[src/rtl/nearest_req_scheduler.sv]
// Nearest-request scheduler: grants the set request closest to a home
// pointer (+d before -d), holds it until done or a bounded timeout.
module nearest_req_scheduler #(
   parameter int NUM_REQ     = 8,
   parameter int INDEX_WIDTH = $clog2(NUM_REQ),
   parameter int MAX_HOLD    = 16,
   parameter int COUNT_WIDTH = $clog2(MAX_HOLD)
) (
   input  logic                   CLK,
   input  logic                   RST,
   input  logic [NUM_REQ-1:0]     req_vector,
   input  logic                   grant_done,
   input  logic                   set_ptr_valid,
   input  logic [INDEX_WIDTH-1:0] set_ptr_index,
   output logic                   grant_valid,
   output logic [INDEX_WIDTH-1:0] grant_index,
   output logic [NUM_REQ-1:0]     grant_onehot,
   output logic                   timeout_pulse,
   output logic [INDEX_WIDTH-1:0] home_ptr
);

   typedef enum logic {
      IDLE  = 1'b0,
      GRANT = 1'b1
   } state_t;

   localparam logic [COUNT_WIDTH-1:0] HOLD_LAST = COUNT_WIDTH'(MAX_HOLD - 1);

   state_t                 state_q, state_d;
   logic                   grant_valid_q, grant_valid_d;
   logic [INDEX_WIDTH-1:0] grant_index_q, grant_index_d;
   logic [NUM_REQ-1:0]     grant_onehot_q, grant_onehot_d;
   logic                   timeout_pulse_q, timeout_pulse_d;
   logic [INDEX_WIDTH-1:0] home_ptr_q, home_ptr_d;
   logic [COUNT_WIDTH-1:0] hold_count_q, hold_count_d;

   logic [INDEX_WIDTH-1:0] sel_idx;
   logic                   sel_found;

   // Walk outward from home: d=0, +1, -1, +2, -2, ...; first hit wins
   always_comb begin : sel_search
      logic [INDEX_WIDTH-1:0] off;
      logic [INDEX_WIDTH-1:0] idx_p;
      logic [INDEX_WIDTH-1:0] idx_m;
      sel_idx   = '0;
      sel_found = 1'b0;
      off       = '0;
      idx_p     = '0;
      idx_m     = '0;
      for (int k = 0; k <= NUM_REQ / 2; k++) begin
         off   = INDEX_WIDTH'(k);
         idx_p = home_ptr_q + off;
         idx_m = home_ptr_q - off;
         if (!sel_found && req_vector[idx_p]) begin
            sel_idx   = idx_p;
            sel_found = 1'b1;
         end
         if (!sel_found && req_vector[idx_m]) begin
            sel_idx   = idx_m;
            sel_found = 1'b1;
         end
      end
   end

   always_comb begin
      state_d         = state_q;
      grant_valid_d   = grant_valid_q;
      grant_index_d   = grant_index_q;
      grant_onehot_d  = grant_onehot_q;
      timeout_pulse_d = 1'b0;
      home_ptr_d      = home_ptr_q;
      hold_count_d    = hold_count_q;

      unique case (state_q)
         IDLE: begin
            grant_valid_d  = 1'b0;
            grant_onehot_d = '0;
            if (sel_found) begin
               state_d                 = GRANT;
               grant_valid_d           = 1'b1;
               grant_index_d           = sel_idx;
               grant_onehot_d[sel_idx] = 1'b1;
               hold_count_d            = '0;
            end
         end
         GRANT: begin
            if (grant_done || hold_count_q == HOLD_LAST) begin
               state_d         = IDLE;
               grant_valid_d   = 1'b0;
               grant_onehot_d  = '0;
               timeout_pulse_d = !grant_done;
               home_ptr_d      = grant_index_q;
               hold_count_d    = '0;
            end else begin
               hold_count_d = hold_count_q + 1'b1;
            end
         end
         default: state_d = IDLE;
      endcase

      // Explicit pointer load beats the completion/timeout update
      if (set_ptr_valid) begin
         home_ptr_d = set_ptr_index;
      end
   end

   always_ff @(posedge CLK) begin
      if (RST) begin
         state_q         <= IDLE;
         grant_valid_q   <= 1'b0;
         grant_index_q   <= '0;
         grant_onehot_q  <= '0;
         timeout_pulse_q <= 1'b0;
         home_ptr_q      <= '0;
         hold_count_q    <= '0;
      end else begin
         state_q         <= state_d;
         grant_valid_q   <= grant_valid_d;
         grant_index_q   <= grant_index_d;
         grant_onehot_q  <= grant_onehot_d;
         timeout_pulse_q <= timeout_pulse_d;
         home_ptr_q      <= home_ptr_d;
         hold_count_q    <= hold_count_d;
      end
   end

   assign grant_valid   = grant_valid_q;
   assign grant_index   = grant_index_q;
   assign grant_onehot  = grant_onehot_q;
   assign timeout_pulse = timeout_pulse_q;
   assign home_ptr      = home_ptr_q;

endmodule

[config.mk]
export PLATFORM = sky130hd
export DESIGN_NAME = nearest_req_scheduler
export DESIGN_NICKNAME = d
export VERILOG_FILES = /design/src/rtl/nearest_req_scheduler.sv
export SDC_FILE = /design/constraint.sdc
export NUM_CORES = 1
export LEC_CHECK = 0
export ABC_AREA = 1
export BUFFER_PORTS_ARGS = -buffer_cell sky130_fd_sc_hd__buf_2
export CAP_MARGIN = 5
export CORE_MARGIN = 2
export CORE_UTILIZATION = 33
export DETAILED_ROUTE_END_ITERATION = 10
export GPL_TIMING_DRIVEN = 0
export PLACE_DENSITY = 0.63
export SYNTH_ARGS = -nofsm -noshare
export SYNTH_HDL_FRONTEND = slang
export SYNTH_SLANG_ARGS = --single-unit
[constraint.sdc]
create_clock -name CLK -period 4.2 [get_ports CLK]
set_input_delay 0.84 -clock CLK [delete_from_list [all_inputs] [get_ports CLK]]
set_output_delay 0.84 -clock CLK [all_outputs]
set_load 0.1 [all_outputs]
==> impl_metrics.env, run 1 <==
export IMPL_status="finished, final reports clean"
export IMPL_syn_area_um2=1710
export IMPL_routabilityCongestion=0.863
export IMPL_stdcell_area_um2=1990
export IMPL_wire_per_inst_um=10.7
export IMPL_cts_buffers=3
export IMPL_path_clk_slew_ns=0.08
export IMPL_cp_end_kind="flop"
export IMPL_drt_total_wl_um=3900
export IMPL_syn_num_nets=279
export IMPL_min_period_ns=2.93
export IMPL_power_density_nw_per_um2=415
export IMPL_netlist_instances=261
export IMPL_ff_latch_area_um2=420
export IMPL_crit_type="reg2reg"
export IMPL_cts_tree="yes"
export IMPL_synth_top_area_share=0.247
export IMPL_top_usage_layer="met2"
export IMPL_die_x_um=75.9
export IMPL_syn_mean_instance_area_um2=6.53
export IMPL_tightest_slew_ns=0.671
export IMPL_instances_no_fill=365
export IMPL_num_io_pins=31
export IMPL_antenna_left=0
export IMPL_portBuffers=30
export IMPL_fmax_mhz=342
export IMPL_leakagePower_uw=0.00101
export IMPL_grt_pass1_wl_um=6690
export IMPL_fin_crit_sh=0.697
export IMPL_clock_latency_ns=0.26
export IMPL_dp_hpwl_um=3170
export IMPL_vias=1721
export IMPL_synth_seq_cells=21
export IMPL_htree_levels=1
export IMPL_ir_worst_vdd_mv=0.374
export IMPL_dr_pass1_iters=4
export IMPL_maxSlewViolCount=0
export IMPL_cts_sinks=21
export IMPL_rsz0062_at_grt="no"
export IMPL_die_h_um=75.9
export IMPL_use_met1=0.200
export IMPL_grt_overflow=0
export IMPL_drt_iter0_drc=101
export IMPL_drcViolationCount=0
export IMPL_antenna_found_initial=0
export IMPL_cts_root_buffer="clkbuf_8"
export IMPL_cap_violations=0
export IMPL_worstPathRequired_ns=4.40
export IMPL_grt_max_degree=13
export IMPL_cp_start_kind="flop"
export IMPL_hold_path_class="reg2reg"
export IMPL_n_fill_cell=550
export IMPL_yosys_warnings=0
export IMPL_groute_layer_met3_usage=0.0146
export IMPL_cts_setup_buffers=0
export IMPL_setup_viol=0
export IMPL_dieArea_um2=5760
export IMPL_syn_to_final_growth_pct=16.7
export IMPL_dp_cells=361
export IMPL_layout_nets=314
export IMPL_grt_pass1_vias=1577
export IMPL_synth_area_leaders="dfxtp_1 (25%), nand2_1 (15%), nand3_1 (7.6%), nand2_2 (6.6%), nor2_1 (6.4%)"
export IMPL_rows=26
export IMPL_initial_core_util=0.338
export IMPL_crit_arrival_ns=3.13
export IMPL_timing_setup_tns_ns=0
export IMPL_core_area_um2=5040
export IMPL_grt_util_met2=0.242
export IMPL_fin_worst_skew_ns=0.00808
export IMPL_cts_hold_buf=0
export IMPL_synth_distinct_cells=32
export IMPL_clockBufferDepth=2
export IMPL_drive_gt1_frac=0.292
export IMPL_ctsResizeCount=0
export IMPL_relSlewSlack=0.551
export IMPL_antenna_cells=0
export IMPL_routed_via_density=4.72
export IMPL_grt_usage=0.146
export IMPL_seq_area_frac_synth=0.247
export IMPL_holdWs_ns=0.462
export IMPL_yosysTopAreaCell="dfxtp_1"
export IMPL_final_util=0.395
export IMPL_multiInputGateArea_um2=1120
export IMPL_place_area_um2=1940
export IMPL_crit_fanout=9
export IMPL_finalHoldViolCount=0
-- cell usage after synthesis (all sizes together) --
cell and number:
nand2 87, nand3 35, nor2 34, inv 32, dfxtp 21, a21oi 13, o21ai 10, nand4 8
buf 5, a31oi 3, ha 3, xor2 3, a21boi 1, clkbuf 1, nor3 1, nor4 1
o211ai 1, o21bai 1, xnor2 1
-- state kept, by name, summed over array words and instances (netlist names) --
name	count
home_ptr	3
state_q	1
hold_count_q	4
timeout_pulse	1
grant_onehot	8
grant_index	3
grant_valid	1
-- stage by stage --
step | worst slack (ns) | power, µW
4_1_cts | 1.24 | 830
2_1_floorplan | 0.943 | 619
3_3_place_gp | 1.28 | 694
5_1_grt | 0.930 | 884
6_report | 1.27 | 826
3_5_place_dp | 1.26 | 698
-- worst paths after layout --
| check | to | slack (ns) | start | cells past startpoint |
|---|---|---|---|---|
| worst min-delay path | grant_onehot[4] | 0.46 | grant_onehot[4] | 2 |
| worst max-delay path | grant_onehot[2] | 1.27 | home_ptr[1] | 20 |
| worst max register to register | grant_onehot[2] | 1.27 | home_ptr[1] | 20 |
| worst min register to register | grant_onehot[4] | 0.46 | grant_onehot[4] | 2 |
-- cells in the final DEF, fill, tap and decap left out, types with 2 or more instances in the layout --
cell type / instances
inv_2: 5
nand2_2: 18
nand3_2: 9
buf_2: 32
dfxtp_1: 21
nand2_1: 66
nand4_1: 7
a21oi_2: 4
nand3_1: 26
a31oi_1: 3
nor2_8: 2
o21ai_1: 4
nand2_4: 3
a21oi_1: 9
xor2_1: 2
inv_1: 27
nor2_2: 2
buf_6: 2
clkbuf_8: 3
ha_1: 3
nor2_1: 29
o21ai_0: 6
-- critical path, cell delays in order, from the launching register on --
cell	delay, ns
dfxtp_1	0.35
buf_2	0.26
inv_2	0.14
ha_1	0.30
buf_2	0.21
inv_1	0.13
nand3_1	0.13
nand2_1	0.06
nand2_1	0.07
nand2_2	0.11
nand2_1	0.11
nor2_2	0.06
nand2_1	0.08
nand3_1	0.06
nor2_1	0.15
nand3_1	0.09
nor2_1	0.21
nand2_1	0.11
nor2_1	0.12
nor2_1	0.05
nor2_1	0.07
-- cells by family after synthesis --
group | count (synthesis) | synth area share
buffers and inverters | 38 | 0.0961
adders and majority gates | 3 | 0.0220
and+or+nand+nor | 166 | 0.510
xor gates and xnor gates | 4 | 0.0250
DFF | 21 | 0.247
AOI/OAI and AO/OA | 29 | 0.101
-- report_power, final --
group          total [µW]  leakage, µW  internal [µW]  switching (µW)
clock network         132    0.0000255           66.1            66.1
registers             229     0.000172            218            10.8
logic                 465     0.000812            114             351
-- cell type report --
cell class / count / share of cell area
multi-input cells: 202 / 0.564
flip-flops and latches: 21 / 0.211
clock inverters: 1 / 0.00252
repair buffers: 30 / 0.0755
well taps: 70 / 0.0440
inverters: 32 / 0.0604
plain buffers: 6 / 0.0220
clock buffers: 3 / 0.0208
-- per-layer routing --
| layer | wire length (µm) | vias up |
|---|---|---|
| li1 | - | 916 |
| met1 | 1900 | 771 |
| met2 | 1820 | 27 |
| met3 | 132 | 7 |
| met4 | 47 | 0 |
| met5 | 0 | - |
No activity file was read; power rests on OpenSTA's default activity.
==> run 2: changes to the inputs <==
Settings changed: ABC_AREA 1 to 0.
Clock period 4.2 ns to 2.7 ns, I/O delays scaled along.
==> impl_metrics.env, run 2 <==
export IMPL_tightest_slew_ns=0.933
export IMPL_largest_reg_flops=8
export IMPL_yosysMostFrequentCell="dfxtp_1"
export IMPL_synth_distinct_cells=44
export IMPL_fin_crit_sh=1.05
export IMPL_antenna_left=0
export IMPL_seq_area_frac_synth=0.254
export IMPL_layout_nets=241
export IMPL_leakagePower_uw=0.000874
export IMPL_cts_tree="yes"
export IMPL_worstPathRequired_ns=2.90
export IMPL_clock_latency_ns=0.26
export IMPL_synth_common_cells="dfxtp_1 (21), a21oi_1 (15), nand2_1 (15), nor2_1 (15)"
export IMPL_initial_core_util=0.346
export IMPL_path_clk_slew_ns=0.08
export IMPL_layout_setup_ws_ns=-0.138
export IMPL_syn_num_nets=194
export IMPL_crit_type="reg2reg"
export IMPL_layout_common_cells="buf_2 (30), dfxtp_1 (19), a21oi_1 (14), nor2_1 (14), nand2_1 (13)"
export IMPL_cp_end_kind="flop"
export IMPL_die_x_um=74.8
export IMPL_grt_max_degree=12
export IMPL_layout_commonest_cell="buf_2"
export IMPL_rsz0062_at_grt="yes"
export IMPL_syn_to_final_growth_pct=33.1
export IMPL_netlist_instances=176
export IMPL_synth_seq_cells=21
export IMPL_antenna_found_initial=0
export IMPL_pre_cts_slack_ns=-0.333
export IMPL_yosysTopAreaCell="dfxtp_1"
export IMPL_drcViolationCount=0
export IMPL_cts_sinks=21
export IMPL_crit_arrival_ns=3.04
export IMPL_dr_pass1_iters=4
export IMPL_grt_overflow=0
export IMPL_routed_via_density=5.40
export IMPL_antenna_cells=0
export IMPL_status="complete, but fails checks"
export IMPL_die_h_um=74.8
export IMPL_rows=25
export IMPL_wire_per_inst_um=14.8
export IMPL_synth_main_ff_cell="dfxtp_1"
export IMPL_grt_pass1_wl_um=6900
export IMPL_cts_root_buffer="clkbuf_8"
export IMPL_htree_levels=1
export IMPL_maxSlewViolCount=0
export IMPL_portBuffers=30
export IMPL_drt_iter0_drc=145
export IMPL_syn_area_um2=1650
export IMPL_dp_hpwl_um=3020
export IMPL_synth_area_leaders="dfxtp_1 (25%), mux4_2 (16%), mux2i_1 (7.3%), a32o_1 (4.8%), a21oi_1 (4.5%)"
export IMPL_hold_path_class="reg2reg"
export IMPL_fin_worst_skew_ns=0.00531
export IMPL_cts_buffers=3
export IMPL_drt_total_wl_um=4280
export IMPL_fmax_mhz=352
export IMPL_crit_fanout=7
export IMPL_dieArea_um2=5600
export IMPL_setup_viol=11
export IMPL_grt_pass1_vias=1442
export IMPL_core_area_um2=4790
export IMPL_power_density_nw_per_um2=522
export IMPL_timing_setup_tns_ns=-0.932
export IMPL_grt_usage=0.159
export IMPL_cp_start_kind="flop"
export IMPL_num_io_pins=31
export IMPL_yosys_warnings=0
export IMPL_routabilityCongestion=0.835
export IMPL_ir_worst_vdd_mv=0.403
export IMPL_synth_top_area_share=0.254
export IMPL_finalHoldViolCount=0
export IMPL_syn_mean_instance_area_um2=9.40
export IMPL_synth_edf_count=0
export IMPL_clockBufferDepth=2
export IMPL_async_flop_share=0
export IMPL_min_period_ns=2.84
export IMPL_cap_violations=0
export IMPL_n_fill_cell=445
export IMPL_holdWs_ns=0.460
export IMPL_relSlewSlack=0.373
export IMPL_vias=1562
export IMPL_min_path_cells=1
export IMPL_drive_gt1_frac=0.441
export IMPL_rr_worst_depth=10
export IMPL_violations="setup timing"
run 2: cell type report:
class	instances	area, µm²	share of cell area
flip-flops and latches	21	428	0.194
inverters	6	32.5	0.0148
plain buffers	5	48.8	0.0222
well taps	67	83.8	0.0381
multi-input cells	142	1300	0.591
clock buffers	4	45.0	0.0205
repair buffers	44	263	0.119
run 2: power by group:
part / internal [µW] / switching [µW]
clock: 105 / 98.8
combinational: 229 / 370
sequential: 330 / 15.2
run 2: path summary, 6_finish.rpt:
check	endpoint	from	slack [ns]
worst max-delay path	grant_onehot[7]	home_ptr[0]	-0.14
worst min-delay path	grant_onehot[6]	grant_onehot[6]	0.46
worst max register to register	grant_onehot[7]	home_ptr[0]	-0.14
worst min register to register	grant_onehot[6]	grant_onehot[6]	0.46
run 2: per-layer routing:
metal	vias to the layer above	global-route usage	routed length [µm]
met5	-	0	0
met4	0	0.0397	27
met3	2	0.0348	186
met2	44	0.241	2070
met1	742	0.231	1990
li1	774	-	-
run 2: cells by family after synthesis:
family	share of synthesized area
AND/OR/NAND/NOR	0.205
buffers and inverters	0.0446
adder cells (fa/ha/maj)	0.0227
flip-flops	0.254
multiplexers	0.270
XOR/XNOR	0.0159
AO/OA/AOI/OAI	0.188
run 2: per-stage QoR:
step	instance area (µm²)	std cells	total power (µW)	util
floorplan	1730	176	767	-
global placement	1960	273	861	0.410
detailed placement	1960	273	863	0.410
CTS	2130	286	1120	0.446
global route	2200	289	1210	0.460
finish	2200	289	1150	0.460
run 2: repair_timing:
item,in CTS,in global routing
hold buffers,0,0
pin swaps,19,10
gates resized for setup,12,10
setup buffers,11,3
endpoints found under the setup margin,17,17
hold endpoints to repair,0,0
run 2: critical path, stage by stage (launching register included):
cell and delay, ns:
dfxtp_4 0.36, buf_8 0.10, inv_8 0.03, ha_4 0.35, mux4_2 0.56, mux2_4 0.30
or2_4 0.27, a2bb2oi_2 0.14, o211ai_2 0.23, and3b_2 0.28, a32o_1 0.16
==> run 3: changes to the inputs <==
Settings changed: ABC_AREA 0 to 1.
==> impl_metrics.env, run 3 (same netlist as run 1, synthesis figures left out) <==
export IMPL_setup_viol=0
export IMPL_drt_total_wl_um=4060
export IMPL_layout_setup_ws_ns=0.226
export IMPL_cts_tree="yes"
export IMPL_dp_hpwl_um=3230
export IMPL_largest_reg_flops=8
export IMPL_leakagePower_uw=0.00106
export IMPL_top_usage_layer="met2"
export IMPL_antenna_left=0
export IMPL_routed_via_density=4.63
export IMPL_die_h_um=75.9
export IMPL_drt_iter0_drc=90
export IMPL_dieArea_um2=5760
export IMPL_num_io_pins=31
export IMPL_groute_layer_met3_usage=0.0132
export IMPL_cap_violations=0
export IMPL_drive_gt1_frac=0.360
export IMPL_antenna_found_initial=0
export IMPL_grt_pass1_vias=1665
export IMPL_vias=1714
export IMPL_rows=26
export IMPL_fmax_mhz=404
export IMPL_status="finished, final reports clean"
export IMPL_grt_max_degree=13
export IMPL_min_period_ns=2.47
export IMPL_cp_end_kind="flop"
export IMPL_dr_pass1_iters=4
export IMPL_ir_worst_vdd_mv=0.430
export IMPL_grt_util_met2=0.282
export IMPL_instances_no_fill=370
export IMPL_portBuffers=30
export IMPL_p_int_uw=658
export IMPL_multiInputGateArea_um2=1210
export IMPL_crit_type="reg2reg"
export IMPL_initial_core_util=0.338
export IMPL_pre_cts_slack_ns=-0.0473
export IMPL_hold_path_class="in2reg"
export IMPL_n_fill_cell=523
export IMPL_layout_nets=319
export IMPL_clockPowerShare=0.148
export IMPL_die_x_um=75.9
export IMPL_finalHoldViolCount=0
export IMPL_antenna_cells=0
export IMPL_p_total_uw=1350
export IMPL_relSlewSlack=0.580
export IMPL_crit_arrival_ns=2.66
export IMPL_pwr_share_comb=0.584
export IMPL_routabilityCongestion=0.838
export IMPL_fin_worst_skew_ns=0.00222
export IMPL_drcViolationCount=0
export IMPL_grt_usage=0.158
export IMPL_maxSlewViolCount=0
export IMPL_path_clk_slew_ns=0.07
export IMPL_holdWs_ns=0.459
export IMPL_cp_start_kind="flop"
export IMPL_cts_root_buffer="clkbuf_8"
export IMPL_dp_cells=361
export IMPL_core_area_um2=5040
export IMPL_layout_common_cells="nand2_1 (62), buf_2 (30), nor2_1 (27)"
export IMPL_fin_crit_sh=0.916
export IMPL_htree_levels=1
export IMPL_ff_latch_area_um2=429
export IMPL_crit_fanout=10
export IMPL_cts_sinks=21
export IMPL_grt_pass1_wl_um=7140
export IMPL_use_met1=0.204
export IMPL_switching_share=0.513
export IMPL_power_switching_uw=693
export IMPL_cts_buffers=3
export IMPL_grt_overflow=0
export IMPL_power_density_nw_per_um2=632
export IMPL_clockBufferDepth=2
export IMPL_tightest_slew_ns=0.628
export IMPL_clock_latency_ns=0.25
export IMPL_syn_to_final_growth_pct=25.3
export IMPL_layout_commonest_cell="nand2_1"
export IMPL_wire_per_inst_um=11.0
export IMPL_pwr_share_seq=0.268
export IMPL_worstPathRequired_ns=2.89
==> run 3: changes by cell type in the layout (fill, tap and decap cells not counted), sizes merged, moves of 6 or more <==
cell	change
inv	+27
nand2	+71
mux4	-12
nand2b	-6
nor2	+18
buf	-8
a32o	-9
nand4	+8
mux2i	-12
nand3	+31
==> run 3: critical path, stage by stage, from the launching register on <==
cell and delay, ns:
dfxtp_4 0.39, inv_2 0.06, buf_12 0.14, ha_4 0.25
buf_6 0.14, inv_4 0.05, nand3_1 0.09, nand2_2 0.08
nand2_2 0.08, nand2_4 0.08, nand2_2 0.08, nor2_2 0.06
nand2_1 0.07, nand3_1 0.07, nor2_1 0.15, nand3_1 0.11
nor2_2 0.18, nand2_1 0.09, inv_1 0.07, nand2_2 0.05
a21oi_2 0.11
==> run 3: layout make-up <==
cell class | count | share of cell area
timing repair buffer | 37 | 0.0937
multi-input combinational | 202 | 0.564
sequential | 21 | 0.201
inverter | 32 | 0.0585
buffer | 4 | 0.0199
tap | 70 | 0.0410
clock inverter | 1 | 0.00234
clock buffer | 3 | 0.0193
==> run 3: final timing paths <==
path,slack [ns],end,cells after the start,startpoint
worst min register to register,0.47,grant_onehot[4],2,grant_onehot[4]
worst max register to register,0.23,grant_onehot[3],20,home_ptr[0]
worst min-delay path,0.46,timeout_pulse,2,grant_done
worst max-delay path,0.23,grant_onehot[3],20,home_ptr[0]
==> run 3: power by group through the flow <==
stage	clock network [µW]	logic, µW	registers [µW]
finish	200	789	362
floorplan	0	428	553
global route	225	866	366
detailed placement	0	742	364
CTS	208	742	362
global placement	0	735	364
==> run 3: metrics by stage <==
stage	instance area (µm²)	utilization	setup TNS [ns]
global route	2140	0.424	-0.0149
floorplan	1760	-	0
CTS	2040	0.405	0
finish	2140	0.424	0
detailed placement	2000	0.397	-0.129
global placement	2000	0.397	-0.126
==> run 3: routing by layer <==
metal  vias up  share of wire  wire [µm]
met5         -              0          0
met4         0         0.0059         24
met3         2          0.034        140
met2        40           0.49       1990
met1       752           0.47       1910
li1        920              -          -
==> run 3: what timing repair did <==
action | CTS | global route
cloned | 0 | 0
gates resized for setup | 1 | 12
hold buffers | 0 | 0
endpoints found under the setup margin | 5 | 14
pin swaps | 0 | 7
buffers inserted | 0 | 7
hold endpoints to repair | 0 | 0
